### config.mk
export PLATFORM = sky130hd
export DESIGN_NAME = pulse_sync_rx_flat
export DESIGN_NICKNAME = d
export VERILOG_FILES = /design/src/rtl/pulse_sync_rx_pkg.sv /design/src/rtl/pulse_sync_rx_if.sv /design/src/rtl/pulse_sync_rx_sync_ff.sv /design/src/rtl/pulse_sync_rx.sv /design/src/flat_wrapper.sv
export SDC_FILE = /design/constraint.sdc
export NUM_CORES = 1
export LEC_CHECK = 0
export ABC_AREA = 0
export BUFFER_PORTS_ARGS = -buffer_cell sky130_fd_sc_hd__buf_2
export CAP_MARGIN = 10
export CELL_PAD_IN_SITES_DETAIL_PLACEMENT = 1
export CELL_PAD_IN_SITES_GLOBAL_PLACEMENT = 1
export CORE_MARGIN = 3
export CORE_UTILIZATION = 30
export DETAILED_ROUTE_END_ITERATION = 16
export PLACE_DENSITY_LB_ADDON = 0.15
export SKIP_LAST_GASP = 1
export SLEW_MARGIN = 10
export SYNTH_ARGS = -nofsm -noshare
export SYNTH_HDL_FRONTEND = slang
export SYNTH_SLANG_ARGS = --single-unit
### constraint.sdc
create_clock -name clk_s -period 2.61 [get_ports clk_s]
set_clock_uncertainty 0.05 [all_clocks]
set_input_delay 0.1305 -clock clk_s [delete_from_list [all_inputs] [get_ports clk_s]]
set_output_delay 0.1305 -clock clk_s [all_outputs]
set_load 0.03 [all_outputs]
### src/rtl/pulse_sync_rx_pkg.sv
`default_nettype none
// ============================================================================
// Module   : pulse_sync_pkg
// Purpose  : Shared definitions for the req/ack pulse synchronizer slice.
//            Holds the responder FSM state encoding and default parameters.
// Ports    : none (package)
// Revision : 1.0  initial release
// ============================================================================
package pulse_sync_pkg;

    // Responder FSM state encoding
    typedef enum logic [1:0] {
        ST_IDLE  = 2'd0,
        ST_VALID = 2'd1,
        ST_ACK   = 2'd2
    } state_e;

    localparam int SYNC_STAGES_DEF = 2;
    localparam int TIMEOUT_DEF     = 16;

endpackage : pulse_sync_pkg
`default_nettype wire

### src/rtl/pulse_sync_rx_if.sv
`default_nettype none
// ============================================================================
// Module   : pulse_sync_rx_if
// Purpose  : Event hand-off bus between the pulse responder and its consumer.
// Ports    : evt_valid  event pending (producer -> consumer)
//            evt_ready  consumer accepts event (consumer -> producer)
//            evt_cnt    running count of accepted events (producer -> consumer)
// Revision : 1.0  initial release
// ============================================================================
interface pulse_sync_rx_if #(
    parameter int CNT_W = 8
);
    logic             evt_valid;
    logic             evt_ready;
    logic [CNT_W-1:0] evt_cnt;

    // Producer side (the responder)
    modport master (
        output evt_valid,
        output evt_cnt,
        input  evt_ready
    );

    // Consumer side
    modport slave (
        input  evt_valid,
        input  evt_cnt,
        output evt_ready
    );
endinterface : pulse_sync_rx_if
`default_nettype wire

### src/rtl/pulse_sync_rx_sync_ff.sv
`default_nettype none
// ============================================================================
// Module   : sync_ff
// Purpose  : N-stage flop-chain synchronizer with asynchronous active-low
//            reset. Used for req_async here and for ack_s on the initiator.
// Ports    : clk    destination clock
//            rst_n  asynchronous active-low reset (chain clears to 0)
//            i_d    asynchronous input level
//            o_q    synchronized level, STAGES edges after sampling
// Revision : 1.0  initial release
// ============================================================================
module sync_ff #(
    parameter int STAGES = 2
) (
    input  wire logic clk,
    input  wire logic rst_n,
    input  wire logic i_d,
    output logic      o_q
);
    logic [STAGES-1:0] r_chain;

    always_ff @(posedge clk or negedge rst_n) begin
        if (!rst_n) begin
            r_chain <= '0;
        end else begin
            r_chain <= {r_chain[STAGES-2:0], i_d};
        end
    end

    assign o_q = r_chain[STAGES-1];
endmodule : sync_ff
`default_nettype wire

### src/rtl/pulse_sync_rx.sv
`default_nettype none
// ============================================================================
// Module   : pulse_sync_rx
// Purpose  : clk_s-side responder of a four-phase req/ack pulse handshake.
//            Synchronizes req_async, presents one event per request on a
//            valid/ready bus, returns a registered ack once the event is
//            taken, counts accepted events and flags stuck requests.
// Ports    : clk_s        destination clock
//            rst_n        asynchronous active-low reset
//            req_async    request level from the initiator domain
//            ack_s        registered acknowledge level to the initiator
//            timeout_err  sticky stuck-request flag
//            err_clr      clears timeout_err (a simultaneous set wins)
//            evt          event bus (valid/ready/count), master side
// Revision : 1.0  initial release
// ============================================================================
module pulse_sync_rx
    import pulse_sync_pkg::*;
#(
    parameter int SYNC_STAGES = SYNC_STAGES_DEF,
    parameter int CNT_W       = 8,
    parameter int TIMEOUT     = TIMEOUT_DEF
) (
    input  wire logic         clk_s,
    input  wire logic         rst_n,
    input  wire logic         req_async,
    output logic              ack_s,
    output logic              timeout_err,
    input  wire logic         err_clr,
    pulse_sync_rx_if.master   evt
);
    localparam logic [1:0] c_ST_IDLE  = ST_IDLE;
    localparam logic [1:0] c_ST_VALID = ST_VALID;
    localparam logic [1:0] c_ST_ACK   = ST_ACK;

    logic             w_req_sync;
    logic [1:0]       r_state;
    logic [1:0]       w_state_nxt;
    logic             w_accept;
    logic             r_evt_valid;
    logic             r_ack;
    logic [CNT_W-1:0] r_evt_cnt;

    sync_ff #(
        .STAGES (SYNC_STAGES)
    ) u_req_sync (
        .clk   (clk_s),
        .rst_n (rst_n),
        .i_d   (req_async),
        .o_q   (w_req_sync)
    );

    always_comb begin
        w_state_nxt = r_state;
        w_accept    = 1'b0;
        case (r_state)
            c_ST_IDLE: begin
                if (w_req_sync) begin
                    w_state_nxt = c_ST_VALID;
                end
            end
            c_ST_VALID: begin
                // A request that drops here is still delivered; ACK then
                // exits after one cycle because req_sync is already low.
                if (evt.evt_ready) begin
                    w_state_nxt = c_ST_ACK;
                    w_accept    = 1'b1;
                end
            end
            c_ST_ACK: begin
                if (!w_req_sync) begin
                    w_state_nxt = c_ST_IDLE;
                end
            end
            default: w_state_nxt = c_ST_IDLE;
        endcase
    end

    // Outputs are decoded from the next state and registered, so evt_valid
    // and ack_s are flop outputs that track the state register exactly.
    always_ff @(posedge clk_s or negedge rst_n) begin
        if (!rst_n) begin
            r_state     <= c_ST_IDLE;
            r_evt_valid <= 1'b0;
            r_ack       <= 1'b0;
            r_evt_cnt   <= '0;
        end else begin
            r_state     <= w_state_nxt;
            r_evt_valid <= (w_state_nxt == c_ST_VALID);
            r_ack       <= (w_state_nxt == c_ST_ACK);
            if (w_accept) begin
                r_evt_cnt <= r_evt_cnt + 1'b1;
            end
        end
    end

    assign evt.evt_valid = r_evt_valid;
    assign evt.evt_cnt   = r_evt_cnt;
    assign ack_s         = r_ack;

    generate
        if (TIMEOUT > 0) begin : g_timeout
            localparam int              c_TO_W   = $clog2(TIMEOUT + 1);
            localparam logic [c_TO_W-1:0] c_TO_MAX = c_TO_W'(TIMEOUT);

            logic [c_TO_W-1:0] r_to_cnt;
            logic              r_err;
            logic              w_stuck;
            logic              w_to_hit;

            assign w_stuck  = (r_state == c_ST_ACK) && w_req_sync;
            // Fires on the edge that completes the TIMEOUT-th stuck cycle.
            assign w_to_hit = w_stuck && (r_to_cnt == c_TO_MAX - 1'b1);

            always_ff @(posedge clk_s or negedge rst_n) begin
                if (!rst_n) begin
                    r_to_cnt <= '0;
                    r_err    <= 1'b0;
                end else begin
                    if (!w_stuck) begin
                        r_to_cnt <= '0;
                    end else if (r_to_cnt != c_TO_MAX) begin
                        r_to_cnt <= r_to_cnt + 1'b1;
                    end
                    if (w_to_hit) begin
                        r_err <= 1'b1;
                    end else if (err_clr) begin
                        r_err <= 1'b0;
                    end
                end
            end

            assign timeout_err = r_err;
        end else begin : g_no_timeout
            assign timeout_err = 1'b0;
        end
    endgenerate
endmodule : pulse_sync_rx
`default_nettype wire

### src/flat_wrapper.sv
// flat-port wrapper written by rule: the top's interface ports become plain ports
module pulse_sync_rx_flat import pulse_sync_pkg::*;
#(
    parameter int SYNC_STAGES = SYNC_STAGES_DEF,
    parameter int CNT_W       = 8,
    parameter int TIMEOUT     = TIMEOUT_DEF
)
  (clk_s, rst_n, req_async, ack_s, timeout_err, err_clr, evt_evt_valid, evt_evt_cnt, evt_evt_ready);
  pulse_sync_rx_if #(.CNT_W(CNT_W)) evt_i ();
  input  wire logic clk_s;
  input  wire logic rst_n;
  input  wire logic req_async;
  output logic ack_s;
  output logic timeout_err;
  input  wire logic err_clr;
  output wire logic [$bits(evt_i.evt_valid)-1:0] evt_evt_valid;
  output wire logic [$bits(evt_i.evt_cnt)-1:0] evt_evt_cnt;
  input wire logic [$bits(evt_i.evt_ready)-1:0] evt_evt_ready;
  assign evt_evt_valid = evt_i.evt_valid;
  assign evt_evt_cnt = evt_i.evt_cnt;
  assign evt_i.evt_ready = evt_evt_ready;
  pulse_sync_rx #(.SYNC_STAGES(SYNC_STAGES), .CNT_W(CNT_W), .TIMEOUT(TIMEOUT)) u_core (.clk_s(clk_s), .rst_n(rst_n), .req_async(req_async), .ack_s(ack_s), .timeout_err(timeout_err), .err_clr(err_clr), .evt(evt_i));
endmodule
==> flow_summary_export.csv, run 1 <==
group,metric,value,unit
outcome,status,"completed",
timing,min_period,1.37,ns
timing,finalHoldViolCount,0,
clocking,cts.sinks,20,
synthesis,synth.cell_area,855,um2
setup_path,cpPeakStageDelay,0.42,ns
power_and_ir_drop,switchingPower,367,uW
finish,nNetsFinal,103,
routing,viasPerCell,4.55,
power_and_ir_drop,swShare,39.0,%
place,dp_hpwl,1050,um
synthesis,ys_ff_latch,20,
place,placed_cell_area,967,um2
clocking,clock_path_buffers,2,
timing,finalSetupViolCount,0,
finish,fin_area,1040,um2
synthesis,ys_warn_count,0,
place,port_buffers,15,
clocking,insertion_delay,0.30,ns
timing,finalCritPeriodShare,52.3,%
clocking,cts-root-buf,"clkbuf_4",
timing,tightest_slew,0.450,ns
routing,wl_per_cell,12.2,um
floorplan,start_util,33.0,%
grt,grt_pass1_wl,2650,um
timing,setup_tns,0,ns
power_and_ir_drop,ir_worst_vdd,0.515,mV
timing,setup_slack,1.24,ns
power_and_ir_drop,p_per_area,903,nW/um2
timing,slew_headroom,70.0,%
finish,area_growth,22.1,%
grt,grt_usage,10.0,%
setup_path,cp_max_fo,4,
floorplan,die_x,59.4,um
grt,grt_pass1_vias,599,
floorplan,num_rows,18,
clocking,cts_max_level,1,
timing,drv_slew,0,
routing,drtIter0Drc,11,
routing,wl_met1,761,um
clocking,cts_tree,"yes",
routing,drtPass1Iterations,2,
grt,grt_max_degree,21,
place,finalWeightedCongestion,0.702,
setup_path,path_class,"reg -> reg",
grt,grt.overflow.total,0,
finish,layout-drive-gt1-share,23.7,%
synthesis,seq_area_frac_synth,58.6,%
power_and_ir_drop,p_leak,0.000537,uW
timing,rsz0062_at_grt,"no",
routing,wl_met2,667,um
finish,antenna_cells,0,
setup_path,crit_family,"flip-flops",
synthesis,syn-num-nets,79,
synthesis,ys_types,19,
floorplan,coreArea,2590,um2
setup_path,required,2.74,ns
setup_path,path_cells,"inv_1, ha_1, and4bb_1, mux2i_1, nor2_1",
timing,timing.fmax,0.732,GHz
routing,wl,1500,um
clocking,cts_buffers,3,
setup_path,end_kind,"flip-flop",
synthesis,avgSynthCellArea,12.2,um2
routing,drtAntennaViolNets,0,
setup_path,cp_num_buf_inv,1,
routing,drc,0,
routing,vias,560,
setup_path,crit_path_top_delay_cell,"dfrtp_1",
grt,antenna_found_initial,0,
finish,fin_cells,123,
clocking,cts_resized,0,
floorplan,dieArea,3520,um2
power_and_ir_drop,p_comb_share,32.8,%
power_and_ir_drop,p_clk_share,19.6,%
flow_run,maxCapViolCount,0,
setup_path,start_kind,"flip-flop",
power_and_ir_drop,p_int,575,uW
place,placedCellCount,115,
setup_path,crit_arrival,1.50,ns
power_and_ir_drop,power_frac_seq,47.7,%
min_path,hold_path.class,"in -> async",
routing,met3_length,58,um
place,dp_slack,1.24,ns
floorplan,dieHeight,59.4,um
floorplan,io_pins,16,
routing,top_layer,"met4",
synthesis,synth_cells,70,
power_and_ir_drop,power.total,942,uW
clocking,clkTransAtPathRegs,0.13,ns
metal layers:
metal  up-vias  track usage, %
met5         -               0
met4         0            3.88
met3         2            2.61
met1       267            14.2
met2         8            14.5
li1        283               -
cell type report:
class                   instances  area [um2]
multi-input cells              43         328
repair buffers                 19         115
well taps                      30        37.5
inverters                       7        26.3
fillers                       297        1550
clock buffers                   4        36.3
flip-flops and latches         20         500
worst register-to-register path: cells and delay by family (launching register included):
kind	cells	cell delay (ns)
DFF	1	0.42
and+or+nand+nor	2	0.34
muxes	1	0.21
adders and majority gates	1	0.14
buffers and inverters	1	0.10
synth_stat cells:
library cell / instances / area, um2
dfrtp_1: 20 / 500
a21oi_1: 1 / 5.00
nor2_1: 7 / 26.3
nand3_1: 3 / 15.0
nand2_1: 5 / 18.8
a211oi_1: 2 / 15.0
and3_1: 1 / 6.26
mux2_2: 1 / 11.3
mux2i_1: 1 / 10.0
and4bb_1: 1 / 12.5
ha_1: 4 / 50.1
nor4_4: 1 / 21.3
inv_1: 7 / 26.3
o22ai_1: 1 / 6.26
xnor2_1: 3 / 26.3
nand3b_1: 1 / 7.51
nor3_1: 3 / 15.0
nand3b_4: 1 / 20.0
xor2_1: 7 / 61.3
power by group through the flow:
stage	Combinational, uW	Sequential [uW]	Clock [uW]
2_1_floorplan	119	551	0
3_3_place_gp	308	456	0
3_5_place_dp	311	456	0
4_1_cts	318	451	192
5_1_grt	340	466	198
6_report	308	449	184
final timing paths:
path,start,end,slack [ns],cells after the start
max,u_core.g_timeout.r_to_cnt[0],u_core.g_timeout.r_to_cnt[1],1.24,5
min reg2reg,u_core.u_req_sync.r_chain[0],u_core.u_req_sync.r_chain[1],0.32,0
max in group asynchronous,rst_n,u_core.g_timeout.r_to_cnt[0],1.94,2
min,rst_n,u_core.r_state[0],0.25,2
min in group clk_s,u_core.u_req_sync.r_chain[0],u_core.u_req_sync.r_chain[1],0.32,0
max reg2reg,u_core.g_timeout.r_to_cnt[0],u_core.g_timeout.r_to_cnt[1],1.24,5
state kept, by name, indices dropped and copies added, names as in the netlist:
name	cells
u_core.timeout_err	1
u_core.u_req_sync.r_chain	2
u_core.r_state	2
u_core.evt.evt_valid	1
u_core.g_timeout.r_to_cnt	5
u_core.ack_s	1
u_core.evt.evt_cnt	8
through the flow:
step                      hold slack [ns]  utilization [%]
final                               0.247             40.3
after global routing                0.291             40.3
after CTS                           0.265             40.3
after detailed placement           0.0684             37.3
after global placement             0.0630             37.3
after floorplan                    -0.215                -
timing repair:
action | in CTS | in global routing
endpoints found under the hold margin | 23 | 0
buffers inserted | 0 | 0
hold buffers | 4 | 0
logic make-up after synthesis:
| kind of cell | synth area share [%] |
|---|---|
| fa+ha+maj | 5.86 |
| mux | 2.49 |
| flops | 58.6 |
| compound gates | 3.07 |
| simple gates | 16.7 |
| buf+inv | 3.08 |
| xor+xnor | 10.2 |
cells in the final DEF (no fill, tap or decap):
cell           netlist  final
nand3_1              3      3
and4bb_1             1      1
dfrtp_1             20     20
nor4_4               1      1
nor3_1               3      3
nor2_1               7      7
mux2_2               1      1
inv_1                7      7
a21oi_1              1      1
mux2i_1              1      1
nand2_1              5      5
clkbuf_8             0      1
ha_1                 4      4
o22ai_1              1      1
dlygate4sd3_1        0      4
nand3b_4             1      1
nand3b_1             1      1
clkbuf_4             0      3
xor2_1               7      7
buf_2                0     15
xnor2_1              3      3
and3_1               1      1
a211oi_1             2      2
No activity file was read; power rests on OpenSTA's default activity.
==> run 2: changes to the inputs <==
==> constraint.sdc (replaced) <==
create_clock -name clk_s -period 1.42 [get_ports clk_s]
set_clock_uncertainty 0.05 [all_clocks]
set_input_delay 0.071 -clock clk_s [delete_from_list [all_inputs] [get_ports clk_s]]
set_output_delay 0.071 -clock clk_s [all_outputs]
set_load 0.03 [all_outputs]
==> run 2 against run 1 <==
Sequential power grew 84%. Design area is the same. Final cell count is the same. Worst hold slack lost 0.059 ns. Critical path type unchanged. Utilization is the same. Critical endpoint is now u_core.g_timeout.r_to_cnt[4]. Sequential share of layout area is the same.
==> flow_summary_export.csv, run 2 (synthesis results as in run 1) <==
group,metric,value,unit
outcome,status,"completed",
floorplan,num_rows,18,
clocking,cts-root-buf,"clkbuf_4",
routing,wl_per_cell,12.3,um
clocking,post_cts_buffers,0,
power_and_ir_drop,p_per_area,1660,nW/um2
clocking,cts_max_level,1,
setup_path,path_cells,"ha_1, and3_1, ha_1, a21oi_1",
power_and_ir_drop,swShare,39.0,%
clocking,insertion_delay,0.30,ns
timing,finalHoldViolCount,0,
setup_path,end_kind,"flip-flop",
clocking,cts.sinks,20,
place,finalWeightedCongestion,0.702,
routing,drc,0,
finish,final_common_cell,"dfrtp_1",
timing,rsz0062_at_grt,"no",
timing,slew_headroom,70.0,%
power_and_ir_drop,ir_worst_vdd,0.946,mV
power_and_ir_drop,p_leak,0.000534,uW
setup_path,cpPeakStageDelay,0.42,ns
grt,grt_usage,10.0,%
grt,grt_pass1_wl,2650,um
finish,nNetsFinal,103,
clocking,clock_path_buffers,2,
power_and_ir_drop,p_comb_share,32.8,%
routing,drtAntennaViolNets,0,
setup_path,crit_arrival,1.53,ns
floorplan,io_pins,16,
min_path,hold_path.class,"in -> async",
setup_path,r2r-start,"u_core.g_timeout.r_to_cnt[0]",
finish,area_growth,22.1,%
timing,tightest_slew,0.450,ns
timing,finalCritPeriodShare,96.2,%
finish,antenna_cells,0,
routing,wl,1510,um
finish,layout-drive-gt1-share,25.8,%
timing,setup_tns,0,ns
finish,largest_reg_flops,8,
routing,vias,559,
setup_path,start_kind,"flip-flop",
grt,grt_pass1_vias,599,
clocking,cts_tree,"yes",
timing,hold_ws,0.187,ns
finish,layout_common_cells,"dfrtp_1 (20), buf_2 (15), nor2_1 (7), xor2_1 (7), inv_1 (6)",
timing,finalSetupViolCount,0,
power_and_ir_drop,p_clk_share,19.5,%
timing,timing.fmax,0.732,GHz
setup_path,path_class,"reg -> reg",
routing,drtPass1Iterations,2,
floorplan,dieArea,3520,um2
power_and_ir_drop,switchingPower,675,uW
timing,min_period,1.37,ns
routing,viasPerCell,4.54,
clocking,clkTransAtPathRegs,0.13,ns
routing,drtIter0Drc,11,
flow_run,maxCapViolCount,0,
floorplan,start_util,33.0,%
setup_path,crit_path_top_delay_cell,"dfrtp_1",
floorplan,dieHeight,59.4,um
setup_path,cp_max_fo,3,
timing,drv_slew,0,
setup_path,required,1.59,ns
place,dp_slack,0.0531,ns
setup_path,path_common_cell,"ha_1",
clocking,cts_buffers,3,
setup_path,startpoint,"u_core.g_timeout.r_to_cnt[0]",
setup_path,r2r_cells,4,
grt,grt.overflow.total,0,
place,dp_hpwl,1050,um
floorplan,die_x,59.4,um
floorplan,coreArea,2590,um2
power_and_ir_drop,power_frac_seq,47.7,%
power_and_ir_drop,p_int,1060,uW
grt,antenna_found_initial,0,
grt,grt_max_degree,21,
timing,setup_slack,0.0543,ns
place,port_buffers,15,
run 2: path summary, 6_finish.rpt:
kind                                                 to  slack, ns
max reg2reg                u_core.g_timeout.r_to_cnt[4]       0.05
max in group asynchronous  u_core.g_timeout.r_to_cnt[0]       0.81
max                        u_core.g_timeout.r_to_cnt[4]       0.05
min                                   u_core.r_state[0]       0.19
min reg2reg                u_core.u_req_sync.r_chain[1]       0.32
min in group clk_s         u_core.u_req_sync.r_chain[1]       0.32
run 2: what timing repair did:
action / 4_1_cts / 5_1_grt
resized for setup: 0 / 2
hold buffers: 4 / 0
endpoints found under the hold margin: 24 / 0
endpoints found under the setup margin: 0 / 1
run 2: power by group through the flow:
stage	clock network, uW	registers (uW)	logic (uW)
global placement	0	838	567
floorplan	0	1010	219
global route	364	857	625
detailed placement	0	838	572
CTS	352	829	584
finish	339	826	567
run 2: per-stage QoR:
stage          cell area [um2]  utilization [%]  instances  total power, uW
4_1_cts                   1040             40.3        123             1760
3_3_place_gp               967             37.3        115             1400
6_report                  1040             40.3        123             1730
3_5_place_dp               967             37.3        115             1410
5_1_grt                   1040             40.3        123             1850
2_1_floorplan              855                -         70             1230
run 2: metal layers:
metal,wire (um),vias to the layer above,part of all wire [%],GRT usage (%)
met1,768,266,51,14.2
met4,15,0,0.99,3.88
met3,58,2,3.8,2.61
met5,0,-,0,0
met2,665,8,44,14.5
li1,-,283,-,-
run 2: critical path: cells and delay by family, from the launching register on:
kind	cells	cell delay, ns
and+or+nand+nor	1	0.19
AOI/OAI and AO/OA	1	0.13
DFF	1	0.42
adders and majority gates	2	0.50
run 2: cell type report:
cell class | instances | area, um2
repair buffers | 19 | 115
inverters | 7 | 26.3
clock buffers | 4 | 36.3
well taps | 30 | 37.5
flip-flops and latches | 20 | 500
fillers | 297 | 1550
multi-input cells | 43 | 328
